### config.mk
export PLATFORM = sky130hd
export DESIGN_NAME = fifo_uart_tx_flat
export DESIGN_NICKNAME = d
export VERILOG_FILES = /design/src/rtl/fifo_uart_tx_if.sv /design/src/rtl/fifo_uart_tx.sv /design/src/flat_wrapper.sv
export SDC_FILE = /design/constraint.sdc
export NUM_CORES = 1
export LEC_CHECK = 0
export CORE_MARGIN = 8
export CORE_UTILIZATION = 65
export CTS_BUF_LIST = sky130_fd_sc_hd__clkbuf_2
export DETAILED_ROUTE_END_ITERATION = 12
export DONT_BUFFER_PORTS = 1
export GPL_TIMING_DRIVEN = 0
export PLACE_DENSITY_LB_ADDON = 0.15
export SYNTH_ARGS = -nofsm -noshare
export SYNTH_HDL_FRONTEND = slang
export SYNTH_SLANG_ARGS = --single-unit
### constraint.sdc
create_clock -name clk -period 5.6 [get_ports clk]
set_input_delay 1.12 -clock clk [delete_from_list [all_inputs] [get_ports clk]]
set_output_delay 1.12 -clock clk [all_outputs]
set_load 0.05 [all_outputs]
### src/rtl/fifo_uart_tx_if.sv
// FIFO read-side link between a first-word-fall-through FIFO and its consumer.
// The master pops words (drives rd); the slave is the FIFO presenting its head word.
interface fifo_uart_tx_if #(
  parameter int DATA_WIDTH = 4
);
  logic                  empty;
  logic [DATA_WIDTH-1:0] r_data;
  logic                  rd;

  modport master (
    input  empty,
    input  r_data,
    output rd
  );

  modport slave (
    output empty,
    output r_data,
    input  rd
  );
endinterface

### src/rtl/fifo_uart_tx.sv
// UART transmitter fed straight from a FWFT FIFO.
// Pops one word per frame, sends start bit, DATA_WIDTH data bits LSB first,
// then a stop period of SB_TICK oversample ticks (16 ticks per bit).
module fifo_uart_tx #(
  parameter int DATA_WIDTH = 4,
  parameter int DVSR       = 651,
  parameter int SB_TICK    = 16
) (
  input  logic              clk,
  input  logic              reset,
  fifo_uart_tx_if.master    fifo,
  output logic              tx,
  output logic              tx_busy,
  output logic              tx_done_tick
);

  // Counter widths; guards keep degenerate parameter values from producing 0-bit vectors.
  localparam int TW = (DVSR > 1) ? $clog2(DVSR) : 1;
  localparam int SW = $clog2((SB_TICK > 16) ? SB_TICK : 16);
  localparam int NW = (DATA_WIDTH > 1) ? $clog2(DATA_WIDTH) : 1;

  localparam logic [TW-1:0] TICK_LAST  = TW'(DVSR - 1);
  localparam logic [SW-1:0] S_BIT_LAST = SW'(15);
  localparam logic [SW-1:0] S_STOP_LAST = SW'(SB_TICK - 1);
  localparam logic [NW-1:0] N_LAST     = NW'(DATA_WIDTH - 1);

  typedef enum logic [1:0] {IDLE, START, DATA, STOP} state_t;

  state_t                state_reg;
  logic [TW-1:0]         tick_reg;
  logic [SW-1:0]         s_reg;
  logic [NW-1:0]         n_reg;
  logic [DATA_WIDTH-1:0] b_reg;
  logic                  tx_reg;
  logic                  s_tick;
  logic [DATA_WIDTH-1:0] b_shift;

  assign s_tick  = (tick_reg == TICK_LAST);
  assign b_shift = b_reg >> 1;

  // The pop must land in the same cycle the head word is captured, so rd is
  // the only output decoded from live inputs; reset masks it immediately.
  assign fifo.rd = (state_reg == IDLE) && !fifo.empty && !reset;

  // Status outputs come from registered state and counters only.
  assign tx           = tx_reg;
  assign tx_busy      = (state_reg != IDLE);
  assign tx_done_tick = (state_reg == STOP) && s_tick && (s_reg == S_STOP_LAST);

  // Oversample tick generator: parked at 0 while idle so every frame starts phase-aligned.
  always_ff @(posedge clk) begin
    if (reset || state_reg == IDLE) begin
      tick_reg <= '0;
    end else if (s_tick) begin
      tick_reg <= '0;
    end else begin
      tick_reg <= tick_reg + 1'b1;
    end
  end

  // Frame sequencer; tx is updated on the same edge as the state it belongs to.
  always_ff @(posedge clk) begin
    if (reset) begin
      state_reg <= IDLE;
      s_reg     <= '0;
      n_reg     <= '0;
      b_reg     <= '0;
      tx_reg    <= 1'b1;
    end else begin
      case (state_reg)
        IDLE: begin
          tx_reg <= 1'b1;
          if (!fifo.empty) begin
            b_reg     <= fifo.r_data;
            s_reg     <= '0;
            n_reg     <= '0;
            tx_reg    <= 1'b0;
            state_reg <= START;
          end
        end
        START: begin
          if (s_tick) begin
            if (s_reg == S_BIT_LAST) begin
              s_reg     <= '0;
              tx_reg    <= b_reg[0];
              state_reg <= DATA;
            end else begin
              s_reg <= s_reg + 1'b1;
            end
          end
        end
        DATA: begin
          if (s_tick) begin
            if (s_reg == S_BIT_LAST) begin
              s_reg <= '0;
              b_reg <= b_shift;
              if (n_reg == N_LAST) begin
                tx_reg    <= 1'b1;
                state_reg <= STOP;
              end else begin
                n_reg  <= n_reg + 1'b1;
                tx_reg <= b_shift[0];
              end
            end else begin
              s_reg <= s_reg + 1'b1;
            end
          end
        end
        STOP: begin
          if (s_tick) begin
            if (s_reg == S_STOP_LAST) begin
              s_reg     <= '0;
              state_reg <= IDLE;
            end else begin
              s_reg <= s_reg + 1'b1;
            end
          end
        end
        default: begin
          state_reg <= IDLE;
          tx_reg    <= 1'b1;
        end
      endcase
    end
  end

endmodule

### src/flat_wrapper.sv
// flat-port wrapper written by rule: the top's interface ports become plain ports
module fifo_uart_tx_flat 
#(
  parameter int DATA_WIDTH = 4,
  parameter int DVSR       = 651,
  parameter int SB_TICK    = 16
)
  (clk, reset, tx, tx_busy, tx_done_tick, fifo_empty, fifo_r_data, fifo_rd);
  fifo_uart_tx_if #(.DATA_WIDTH(DATA_WIDTH)) fifo_i ();
  input  logic clk;
  input  logic reset;
  output logic tx;
  output logic tx_busy;
  output logic tx_done_tick;
  input wire logic [$bits(fifo_i.empty)-1:0] fifo_empty;
  input wire logic [$bits(fifo_i.r_data)-1:0] fifo_r_data;
  output wire logic [$bits(fifo_i.rd)-1:0] fifo_rd;
  assign fifo_i.empty = fifo_empty;
  assign fifo_i.r_data = fifo_r_data;
  assign fifo_rd = fifo_i.rd;
  fifo_uart_tx #(.DATA_WIDTH(DATA_WIDTH), .DVSR(DVSR), .SB_TICK(SB_TICK)) u_core (.clk(clk), .reset(reset), .fifo(fifo_i), .tx(tx), .tx_busy(tx_busy), .tx_done_tick(tx_done_tick));
endmodule
### After elaboration in Yosys (flattened, before gate mapping)

Cells that the tools add are included.

| word-level totals | value |
|---|---|
| logic and storage cells | 72 |
| output and inout bits | 4 |
| bits of input ports | 7 |
| register bits after elaboration | 23 |

| cells by class | value |
|---|---|
| reduce and logical (&&, ||, !) cells | 18 |
| mux-type cells | 29 |
| add/subtract/negate cells | 3 |
| eq/ne operators | 16 |

Operators with widths:

| kind | count |
|---|---|
| 2-to-1 mux 2 bit | 12 |
| 2-to-1 mux 4 bit | 6 |
| one-hot mux 4 bit (2 select lines) | 2 |
| != test 2 x 1 -> 1 bit (second input constant) | 7 |
| adder 10 x 1 -> 10 bit (second input constant) | 1 |
| equality test 10 bit (second input constant) | 1 |
| AND reduction 5 bit | 2 |
| one-hot mux 2 bit (4 select lines) | 1 |
| AND reduction 8 bit | 1 |
| equality test 2 bit (second input constant) | 3 |
| 2-to-1 mux 1 bit | 6 |
| != test 2 bit (second input constant) | 3 |
| adder 4 x 1 -> 4 bit (second input constant) | 1 |
| equality test 4 bit (second input constant) | 1 |
| logical AND 1 bit | 4 |
| one-hot mux 2 bit (2 select lines) | 1 |
| AND reduction 4 bit | 1 |
| nonzero test 2 bit | 2 |
| one-hot mux 1 bit (3 select lines) | 1 |
| nonzero test 3 bit | 1 |
| OR reduction 3 bit | 1 |
| adder 2 x 1 -> 2 bit (second input constant) | 1 |
| equality test 2 x 1 -> 1 bit (second input constant) | 1 |
| logical NOT 1 bit | 2 |
| 4 further kinds | 4 |

### Logic depth before layout (Yosys ltp)

Gate-level depths: netlist of the first run.

| logic depth | value |
|---|---|
| depth in word-level cells | 5 |
| depth in mapped cells | 7 |
| gate-level depth less buffers | 6 |

### Worst setup path after synthesis of the first run

Ideal clock, no wire load.

| path | value |
|---|---|
| kind | input to output |
| start point | input port reset |
| end point | output port fifo_rd |
| slack | 2,120 ps |
| stages on the path | 2 |
| data arrival time | 2,360 ps |
| data required time | 4,480 ps |
| buffers on the path | 1 |
| cell sequence | clkbuf_1 > nor3_1 |

| on the way | value |
|---|---|
| longest elaborated chain between the ends | 2 |

Ends and longest elaborated chain:

| element | line | RTL |
|---|---|---|
| start: declaration | flat_wrapper.sv:11 | `input logic reset;` |
| logical NOT 1 bit | fifo_uart_tx.sv:43 | `assign fifo.rd = (state_reg == IDLE) && !fifo.empty && !reset;` |
| logical AND 1 bit | fifo_uart_tx.sv:43 |  |
| end: declaration | flat_wrapper.sv:17 | `output wire logic [$bits(fifo_i.rd)-1:0] fifo_rd;` |

Every way passes these cells.

### Final worst setup path of the first run

| path | value |
|---|---|
| start point | register u_core.state_reg[1] |
| end point | output port fifo_rd |

| on the way | value |
|---|---|
| longest elaborated chain between the ends | 3 |

Ends and longest elaborated chain:

| element | line | RTL |
|---|---|---|
| start: declaration | fifo_uart_tx.sv:29 | `state_t state_reg;` |
| start signal: assignment | fifo_uart_tx.sv:64 | `state_reg <= IDLE;` |
| start signal: assignment | fifo_uart_tx.sv:78 | `state_reg <= START;` |
| start signal: assignment | fifo_uart_tx.sv:86 | `state_reg <= DATA;` |
| logical NOT 2 bit | fifo_uart_tx.sv:43 |  |
| logical AND 1 bit (2 in series) | fifo_uart_tx.sv:43 |  |

Every way passes these cells.

==> qor.log, run 1 <==
[run_status] outcome completed
[global_routing] global-route usage over all layers 15.6%
[clock_network] clock insertion delay at the later pin of the skew report 0.34 ns
[floorplan] Die Span Y 60.4 um
[synthesis] net count after synthesis 162
[critical_path] path type of the worst setup path reg -> out
[job] maximum capacitance violations 0
[critical_path] critical register-to-register path startpoint u_core.state_reg[0]
[sta] final worst path period share 65.9%
[placement] HPWL after DPL 2.00 mm
[critical_path] worst-case reg-to-reg path depth 7
[sta] Setup TNS Final 0 ns
[clock_network] master cell of the clock root buffer sky130_fd_sc_hd__clkbuf_2
[sta] final worst setup slack 1.91 ns
[detailed_routing] remaining antenna violation count 0
[cells_and_area] Finished Cell Area 0.00134 sq mm
[sta] headroom to the max-slew limit 3.57%
[detailed_routing] wire per inst 14.7 um
[clock_network] H-Tree Level Count 1
[sta] count of final setup violators 0
[cells_and_area] number of flip-flops under the largest register name 10
[placement] area after detailed placement 0.00132 sq mm
[power_and_ir_drop] power density over the cells 386 mW/mm^2
[critical_path] slowest cell on the critical path sky130_fd_sc_hd__nor3_1
[power_and_ir_drop] Leakage Power 0.477 nW
[critical_path] Required @ worst endpoint 4.48 ns
[floorplan] top-level I/O count 11
[power_and_ir_drop] clock network fraction of total power 12.8%
[sta] post-route minimum period 3.69 ns
[detailed_routing] routed vias 1,060
[global_routing] global route overflow 0
[critical_path] reg-to-reg slack, setup 3.52 ns
[critical_path] end of the worst register-to-register path u_core.n_reg[1]
[min_path] cell depth of the worst hold path 1
[sta] measured slew at the worst slew-check pin 1.44 ns
[clock_network] CTS buffer count 3
[clock_network] clock slew seen by the registers of the worst setup and hold paths 0.22 ns
[synthesis] share of async-settable or async-resettable flops after synthesis 0%
[floorplan] placeable core area 0.00190 sq mm
[detailed_routing] number of DRC markers after the initial detailed-route iteration 63
[placement] number of input and output port buffers inserted 0
[critical_path] Buffers & Inverters on Critical Path 2
[placement] GPL Wtd Cong 0.809
[cells_and_area] final design utilization 70.3%
[floorplan] Die Area 0.00365 sq mm
[synthesis] average size of a mapped cell 8.84 sq um
[synthesis] share of the synthesized area in the top cell type 35.9%
[critical_path] kind of start point of the critical path flip-flop
[min_path] hold worst-path end u_core.tick_reg[0]
[power_and_ir_drop] net switching fraction of the power 43.9%
[sta] Post-Route Skew 0.0144 ns
[clock_network] clock sink count 23
[clock_network] post-CTS setup buffer count 0
[synthesis] cells after synthesis 145
[sta] unrepaired setup endpoints after global routing false
[critical_path] most frequent cell on the critical path sky130_fd_sc_hd__inv_1
[clock_network] Hold-fix buffers, CTS 0
[synthesis] most used flip-flop cell after synthesis sky130_fd_sc_hd__dfxtp_1
[floorplan] cell row count 16
[sta] Fmax achieved 271 MHz
[cells_and_area] proportion of layout cells with a drive suffix above 1 8.05%
[clock_network] post-cts gate resize count 0
[global_routing] global-route wire length before repair 4.37 mm
[sta] final number of max-transition violations 0
[synthesis] EDFF count, synth 0
[synthesis] Yosys top cell by area sky130_fd_sc_hd__dfxtp_1
[critical_path] type of destination of the critical path output port
[synthesis] list of most frequent post-synthesis cells 23 x sky130_fd_sc_hd__dfxtp_1, 23 x sky130_fd_sc_hd__nor2_1, 10 x sky130_fd_sc_hd__ha_1
[global_routing] number of global-route vias before repair 1,062
[power_and_ir_drop] combinational cell fraction of total power 45.2%
[synthesis] post-synthesis cell area 0.00128 sq mm
[synthesis] flops & latches, synth 23
[cells_and_area] net count reported at finish 167
[global_routing] largest net degree at the start of global routing 14
[floorplan] initial cell density of the core 67.4%
[synthesis] synth warn 0
[critical_path] largest fanout of any net on the critical path 5
[placement] worst setup timing slack at the placement stage 1.97 ns
[clock_network] buffer depth of the longest clock path 2
[detailed_routing] DRT Wirelength 2.59 mm
[detailed_routing] vias per inst 6.02
[clock_network] TritonCTS clock tree done
[critical_path] CP Data Arrival Time 2.57 ns
[power_and_ir_drop] peak ir drop on the vdd network 247 uV
[cells_and_area] fill count 166
[detailed_routing] DRT Pass-1 Iters 4
[detailed_routing] Post-route DRC 0
[power_and_ir_drop] Net Sw Power 0.227 mW
[synthesis] leading cell types by total area after synthesis sky130_fd_sc_hd__dfxtp_1 36%, sky130_fd_sc_hd__ha_1 9.8%, sky130_fd_sc_hd__nor2_1 6.7%
[min_path] hold path start u_core.tick_reg[0]
[critical_path] cell-by-cell trace of the critical path inv_1 -> ha_1 -> inv_1 -> nor3_1
[critical_path] logic depth of the worst setup path including buffers 4
[min_path] worst hold path type reg -> reg
[cells_and_area] antenna diode instance count 0
[power_and_ir_drop] Cell Int Power 0.290 mW
[critical_path] cell family contributing the most delay on the critical path simple AND/OR/NAND/NOR gates
[critical_path] slowest cell delay on critical path 1.19 ns
[sta] Hold Vio Cnt, Final 0
[cells_and_area] Layout Area Growth over Synthesis 4.19%
[synthesis] sequential share of the synthesized area 35.9%
[floorplan] Die Wd 60.4 um
[power_and_ir_drop] share of power burned in registers 42.0%
[global_routing] number of antenna violations at the first check in global routing 0
[synthesis] Distinct cells, synth 44
-- per-layer routing --
| metal | up-vias | global-route usage [%] | share of wire, % |
|---|---|---|---|
| met5 | - | 0 | 0 |
| met4 | 0 | 6.64 | 1.5 |
| met3 | 5 | 3.81 | 6.4 |
| met2 | 30 | 29.9 | 51 |
| met1 | 499 | 15.4 | 41 |
| li1 | 526 | - | - |
-- worst max path at each step --
stage | startpoint | endpoint | slack (ns)
floorplan | reset | fifo_rd | 2.12
global placement | reset | fifo_rd | 1.98
detailed placement | reset | fifo_rd | 1.97
CTS | u_core.state_reg[0] | fifo_rd | 1.92
global route | u_core.state_reg[0] | fifo_rd | 1.83
finish | u_core.state_reg[1] | fifo_rd | 1.91
-- worst reg2reg max path: stages (launching register included) --
cell and delay [ns]:
sky130_fd_sc_hd__dfxtp_1 0.43, sky130_fd_sc_hd__inv_1 0.11, sky130_fd_sc_hd__ha_1 0.30, sky130_fd_sc_hd__or3b_2 0.49, sky130_fd_sc_hd__clkbuf_1 0.18, sky130_fd_sc_hd__and2_1 0.20, sky130_fd_sc_hd__o31a_1 0.10, sky130_fd_sc_hd__o21a_1 0.18
-- stage by stage --
| stage | power [mW] | std cells | hold slack, ns |
|---|---|---|---|
| after floorplan | 0.408 | 145 | 0.441 |
| after global placement | 0.444 | 172 | 0.462 |
| after detailed placement | 0.451 | 172 | 0.471 |
| after CTS | 0.516 | 176 | 0.514 |
| after global routing | 0.552 | 176 | 0.541 |
| final | 0.516 | 176 | 0.507 |
-- placed cells by master, fill, tap and decap left out, types with 2 or more instances in the layout --
cell,instances
sky130_fd_sc_hd__a21oi_1,5
sky130_fd_sc_hd__a31oi_1,3
sky130_fd_sc_hd__and2_1,3
sky130_fd_sc_hd__and3_1,2
sky130_fd_sc_hd__clkbuf_1,4
sky130_fd_sc_hd__clkbuf_2,3
sky130_fd_sc_hd__dfxtp_1,23
sky130_fd_sc_hd__ha_1,10
sky130_fd_sc_hd__inv_1,9
sky130_fd_sc_hd__mux2i_1,2
sky130_fd_sc_hd__nand2_1,6
sky130_fd_sc_hd__nand3_1,7
sky130_fd_sc_hd__nand4b_1,2
sky130_fd_sc_hd__nor2_1,23
sky130_fd_sc_hd__nor3_1,3
sky130_fd_sc_hd__nor4bb_1,2
sky130_fd_sc_hd__o21ai_0,5
sky130_fd_sc_hd__o221a_2,2
sky130_fd_sc_hd__o41ai_1,2
sky130_fd_sc_hd__xnor2_1,7
-- logic make-up after synthesis --
logic type	count (synthesis)	share of synthesized area, %
DFF	23	35.9
buffers and inverters	13	3.80
xor gates and xnor gates	8	5.46
AOI/OAI and AO/OA	26	14.3
adders and majority gates	10	9.76
muxes	3	2.44
and+or+nand+nor	62	28.3
-- power by group through the flow --
stage | Sequential, mW | Combinational [mW] | Clock [mW]
floorplan | 0.215 | 0.193 | 0
global placement | 0.219 | 0.224 | 0
detailed placement | 0.220 | 0.230 | 0
CTS | 0.217 | 0.232 | 0.0675
global route | 0.220 | 0.257 | 0.0747
finish | 0.217 | 0.233 | 0.0661
-- area by class of cell --
cell class | count | area [sq um] | share of cell area [%]
tap | 27 | 33.8 | 2.53
clock buffer | 3 | 15.0 | 1.12
sequential | 23 | 460 | 34.5
clock inverter | 1 | 5.00 | 0.375
buffer | 4 | 15.0 | 1.12
multi-input combinational | 109 | 773 | 57.9
inverter | 9 | 33.8 | 2.53
Note: power is estimated with default switching activity, not from simulation.
==> run 2: changes to the inputs <==
--- a/config.mk
+++ b/config.mk
@@ -6,7 +6,7 @@
 export NUM_CORES = 1
 export LEC_CHECK = 0
 export CORE_MARGIN = 8
-export CORE_UTILIZATION = 65
+export CORE_UTILIZATION = 58
 export CTS_BUF_LIST = sky130_fd_sc_hd__clkbuf_2
 export DETAILED_ROUTE_END_ITERATION = 12
 export DONT_BUFFER_PORTS = 1
==> constraint.sdc (replaced) <==
create_clock -name clk -period 3.3 [get_ports clk]
set_input_delay 0.66 -clock clk [delete_from_list [all_inputs] [get_ports clk]]
set_output_delay 0.66 -clock clk [all_outputs]
set_load 0.05 [all_outputs]
==> run 2 against run 1 <==
  * Count of clock-buffer cells in the layout grew 1
  * Sequential share of layout area shrank 0.16 points
  * Worst hold slack lost 0.012 ns
==> qor.log, run 2 (synthesis gave the netlist of run 1 again) <==
[critical_path] CP Data Arrival Time 2.07 ns
[placement] HPWL after DPL 1.89 mm
[sta] headroom to the max-slew limit 43.2%
[cells_and_area] number of flip-flops under the largest register name 10
[floorplan] top-level I/O count 11
[clock_network] buffer depth of the longest clock path 2
[global_routing] largest net degree at the start of global routing 13
[power_and_ir_drop] peak ir drop on the vdd network 408 uV
[floorplan] Die Span Y 63.0 um
[cells_and_area] highest-count cells in the layout ignoring fill and taps 23 x sky130_fd_sc_hd__nor2_1, 23 x sky130_fd_sc_hd__dfxtp_1, 10 x sky130_fd_sc_hd__ha_1, 9 x sky130_fd_sc_hd__inv_1
[clock_network] TritonCTS clock tree done
[clock_network] clock sink count 23
[critical_path] kind of start point of the critical path flip-flop
[critical_path] type of destination of the critical path output port
[global_routing] number of global-route vias before repair 1,040
[critical_path] Required @ worst endpoint 2.64 ns
[floorplan] initial cell density of the core 59.7%
[cells_and_area] Layout Cells excl Fill 177
[sta] Fmax achieved 366 MHz
[detailed_routing] Post-route DRC 0
[cells_and_area] net count reported at finish 167
[min_path] worst hold path type in -> reg
[placement] number of input and output port buffers inserted 0
[job] maximum capacitance violations 0
[power_and_ir_drop] power density over the cells 655 mW/mm^2
[global_routing] number of antenna violations at the first check in global routing 0
[detailed_routing] remaining antenna violation count 0
[sta] measured slew at the worst slew-check pin 0.847 ns
[critical_path] cell-by-cell trace of the critical path inv_1 -> ha_1 -> inv_1 -> nor3_2
[power_and_ir_drop] Leakage Power 0.478 nW
[critical_path] end point of the critical path fifo_rd
[clock_network] post-cts gate resize count 0
[critical_path] logic depth of the worst setup path including buffers 4
[critical_path] Buffers & Inverters on Critical Path 2
[sta] Setup TNS Final 0 ns
[sta] final worst hold slack 0.495 ns
[sta] post-route minimum period 2.73 ns
[floorplan] cell row count 17
[sta] final number of max-transition violations 0
[detailed_routing] routed vias 1,054
[clock_network] clock slew seen by the registers of the worst setup and hold paths 0.20 ns
[critical_path] slowest cell delay on critical path 0.76 ns
[placement] total instance count after detailed placement 173
[critical_path] largest fanout of any net on the critical path 5
[critical_path] reg-to-reg slack, setup 1.26 ns
[clock_network] CTS buffer count 3
[critical_path] end of the worst register-to-register path u_core.n_reg[1]
[cells_and_area] proportion of layout cells with a drive suffix above 1 8.72%
[clock_network] H-Tree Level Count 1
[global_routing] global-route wire length before repair 4.29 mm
[critical_path] cell family contributing the most delay on the critical path simple AND/OR/NAND/NOR gates
[critical_path] Critical Path Start u_core.state_reg[0]
[floorplan] Die Area 0.00397 sq mm
[critical_path] critical register-to-register path startpoint u_core.state_reg[0]
[detailed_routing] wire per inst 13.9 um
[sta] count of final setup violators 0
[sta] final worst path period share 82.8%
[run_status] outcome completed
[cells_and_area] Layout Area Growth over Synthesis 4.68%
[floorplan] Die Wd 63.0 um
[detailed_routing] DRT Pass-1 Iters 4
[placement] GPL Wtd Cong 0.835
[floorplan] placeable core area 0.00215 sq mm
[sta] Post-Route Skew 0.00508 ns
[clock_network] clock insertion delay at the later pin of the skew report 0.32 ns
[cells_and_area] antenna diode instance count 0
[critical_path] most frequent cell on the critical path sky130_fd_sc_hd__inv_1
[critical_path] worst-case reg-to-reg path depth 7
[global_routing] global route overflow 0
[critical_path] slowest cell on the critical path sky130_fd_sc_hd__nor3_2
[clock_network] post-CTS setup buffer count 0
[detailed_routing] number of DRC markers after the initial detailed-route iteration 31
[clock_network] Hold-fix buffers, CTS 0
[clock_network] master cell of the clock root buffer sky130_fd_sc_hd__clkbuf_2
[sta] unrepaired setup endpoints after global routing false
[sta] Hold Vio Cnt, Final 0
[critical_path] path type of the worst setup path reg -> out
[global_routing] global-route usage over all layers 12.7%
[detailed_routing] DRT Wirelength 2.47 mm
[detailed_routing] vias per inst 5.95
## run 2: metal layers
layer  track usage, %  wire (um)  vias up
met1             13.0       1090      492
met2             21.8       1190       25
met5                0          0        -
met3             4.12        115        8
met4             7.98         67        0
li1                 -          -      529
## run 2: final cells by class
cell class,count,area [sq um]
fill,207,806
multi-input combinational,109,778
sequential,23,460
tap,28,35.0
inverter,9,33.8
clock buffer,4,20.0
buffer,4,15.0
## run 2: worst min-delay path by stage
stage                                    end  slack [ns]                from  cells after the start
final                        u_core.b_reg[0]        0.50               reset                      2
after global routing         u_core.b_reg[0]        0.47               reset                      2
after CTS                    u_core.b_reg[0]        0.47               reset                      2
after detailed placement  u_core.tick_reg[0]        0.47  u_core.tick_reg[0]                      1
after global placement    u_core.tick_reg[0]        0.46  u_core.tick_reg[0]                      1
after floorplan           u_core.tick_reg[0]        0.44  u_core.tick_reg[0]                      1
## run 2: worst register-to-register path: stages (launching register included)
cell,delay [ns]
sky130_fd_sc_hd__dfxtp_1,0.42
sky130_fd_sc_hd__inv_1,0.11
sky130_fd_sc_hd__ha_1,0.30
sky130_fd_sc_hd__or3b_2,0.48
sky130_fd_sc_hd__clkbuf_1,0.19
sky130_fd_sc_hd__and2_1,0.19
sky130_fd_sc_hd__o31a_1,0.09
sky130_fd_sc_hd__o21a_1,0.18
## run 2: through the flow
step                area, sq um  power [mW]  utilization, %  setup WS (ns)
floorplan                  1280       0.692               -          0.633
global placement           1320       0.755            61.3          0.511
detailed placement         1320       0.767            61.3          0.491
CTS                        1340       0.880            62.3         0.0955
global route               1340       0.942            62.5          0.421
finish                     1340       0.879            62.5          0.566
## run 2: power breakdown
group          internal, mW  total (mW)  switching, mW
Sequential            0.318       0.367         0.0496
Clock                0.0321       0.111         0.0791
Combinational         0.147       0.401          0.254
==> run 3: changes to the inputs <==
--- a/config.mk
+++ b/config.mk
@@ -6,7 +6,7 @@
 export NUM_CORES = 1
 export LEC_CHECK = 0
 export CORE_MARGIN = 8
-export CORE_UTILIZATION = 58
+export CORE_UTILIZATION = 65
 export CTS_BUF_LIST = sky130_fd_sc_hd__clkbuf_2
 export DETAILED_ROUTE_END_ITERATION = 12
 export DONT_BUFFER_PORTS = 1
==> constraint.sdc (replaced) <==
create_clock -name clk -period 2.85 [get_ports clk]
set_input_delay 0.57 -clock clk [delete_from_list [all_inputs] [get_ports clk]]
set_output_delay 0.57 -clock clk [all_outputs]
set_load 0.05 [all_outputs]
==> run 3 against run 2 <==
  * Via count is 1.8% higher
  * Global-route usage is 3.0 points higher
  * Worst setup slack worse by 0.41 ns
  * Cell area hardly changed
  * Flip-flop and latch count stayed put
  * Core utilization is 8.0 points higher
  * Critical path depth stayed put
  * Die area is 8.1% lower
  * Register-to-register slack worse by 0.48 ns
  * Count of clock-buffer cells in the layout is 1 lower
  * Non-clock buffer count stayed put
  * Clock power is 14% higher
==> qor.log, run 3 (synthesis gave the netlist of run 1 again) <==
[critical_path] type of destination of the critical path output port
[critical_path] kind of start point of the critical path flip-flop
[detailed_routing] DRT Wirelength 2.59 mm
[sta] headroom to the max-slew limit 44.0%
[clock_network] H-Tree Level Count 1
[placement] worst setup timing slack at the placement stage 0.125 ns
[global_routing] number of antenna violations at the first check in global routing 0
[clock_network] master cell of the clock root buffer sky130_fd_sc_hd__clkbuf_2
[sta] Hold Vio Cnt, Final 0
[cells_and_area] final design utilization 70.5%
[critical_path] reg-to-reg slack, setup 0.78 ns
[floorplan] initial cell density of the core 67.4%
[cells_and_area] net count reported at finish 167
[power_and_ir_drop] Leakage Power 0.478 nW
[sta] Setup TNS Final 0 ns
[cells_and_area] multi-input logic area 778 sq um
[detailed_routing] routed vias 1,073
[critical_path] Required @ worst endpoint 2.28 ns
[clock_network] Hold-fix buffers, CTS 0
[cells_and_area] Finished Cell Area 0.00134 sq mm
[critical_path] largest fanout of any net on the critical path 5
[power_and_ir_drop] peak ir drop on the vdd network 482 uV
[clock_network] TritonCTS clock tree done
[power_and_ir_drop] power density over the cells 756 mW/mm^2
[cells_and_area] Layout Cells excl Fill 176
[global_routing] largest net degree at the start of global routing 14
[cells_and_area] antenna diode instance count 0
[global_routing] number of global-route vias before repair 1,074
[min_path] worst hold path type in -> reg
[sta] final number of max-transition violations 0
[placement] area after detailed placement 0.00132 sq mm
[detailed_routing] remaining antenna violation count 0
[power_and_ir_drop] total power 1.01 mW
[clock_network] buffer depth of the longest clock path 2
[floorplan] top-level I/O count 11
[sta] Post-Route Skew 0.0122 ns
[cells_and_area] highest-count cells in the layout ignoring fill and taps 23 x sky130_fd_sc_hd__nor2_1, 23 x sky130_fd_sc_hd__dfxtp_1, 10 x sky130_fd_sc_hd__ha_1, 9 x sky130_fd_sc_hd__inv_1
[clock_network] clock sink count 23
[placement] total instance count after detailed placement 172
[placement] HPWL after DPL 2.00 mm
[sta] final worst setup slack 0.152 ns
[clock_network] CTS buffer count 3
[global_routing] global-route wire length before repair 4.40 mm
[cells_and_area] fill count 162
[cells_and_area] proportion of layout cells with a drive suffix above 1 8.72%
[run_status] outcome completed
[clock_network] clock slew seen by the registers of the worst setup and hold paths 0.21 ns
[global_routing] global-route usage over all layers 15.7%
[cells_and_area] number of flip-flops under the largest register name 10
[detailed_routing] wire per inst 14.7 um
[cells_and_area] FF+latch area 460 sq um
[global_routing] global route overflow 0
[floorplan] Die Wd 60.4 um
[detailed_routing] DRT Pass-1 Iters 4
[sta] measured slew at the worst slew-check pin 0.836 ns
[critical_path] path type of the worst setup path reg -> out
[sta] post-route minimum period 2.70 ns
[placement] GPL Wtd Cong 0.809
[floorplan] placeable core area 0.00190 sq mm
[floorplan] cell row count 16
[critical_path] CP Data Arrival Time 2.13 ns
[cells_and_area] Layout Area Growth over Synthesis 4.59%
[sta] Fmax achieved 371 MHz
[sta] final worst hold slack 0.404 ns
[placement] number of input and output port buffers inserted 0
[detailed_routing] number of DRC markers after the initial detailed-route iteration 67
[floorplan] Die Area 0.00365 sq mm
[sta] final worst path period share 94.7%
[sta] unrepaired setup endpoints after global routing false
[floorplan] Die Span Y 60.4 um
[clock_network] clock insertion delay at the later pin of the skew report 0.33 ns
[job] maximum capacitance violations 0
[detailed_routing] Post-route DRC 0
[sta] count of final setup violators 0
[detailed_routing] vias per inst 6.10
-- run 3: what timing repair did --
action,4_1_cts,5_1_grt
gates resized for setup,1,0
endpoints found under the setup margin,1,0
buffers inserted,0,0
-- run 3: critical path: stages (launching register included) --
cell	delay, ns
sky130_fd_sc_hd__dfxtp_1	0.42
sky130_fd_sc_hd__ha_1	0.21
sky130_fd_sc_hd__nand3_1	0.16
sky130_fd_sc_hd__nor4_2	0.47
sky130_fd_sc_hd__and2_1	0.53
-- run 3: per-layer routing --
metal | GRT usage, % | up-vias | share of wire (%)
li1 | - | 527 | -
met1 | 15.4 | 502 | 41
met2 | 30.2 | 38 | 51
met3 | 3.81 | 6 | 6.5
met4 | 6.64 | 0 | 1.3
met5 | 0 | - | 0
-- run 3: path summary, 6_finish.rpt --
kind	start	endpoint	depth (start not counted)
worst min register to register	u_core.tick_reg[0]	u_core.tick_reg[0]	1
worst min-delay path	reset	u_core.b_reg[0]	2
worst max-delay path	u_core.s_reg[0]	tx_done_tick	4
worst max register to register	u_core.state_reg[0]	u_core.n_reg[1]	7
-- run 3: area by class of cell --
class / instances / area share [%]
Buffer: 4 / 1.12
Clock buffer: 3 / 1.12
Clock inverter: 1 / 0.373
Inverter: 9 / 2.52
Multi-Input combinational cell: 109 / 58.0
Sequential cell: 23 / 34.3
Tap cell: 27 / 2.52
-- run 3: report_power, final --
group          switching, mW  internal, mW  total [mW]
Sequential            0.0579         0.368       0.426
Combinational          0.290         0.171       0.461
Clock                 0.0953        0.0318       0.127
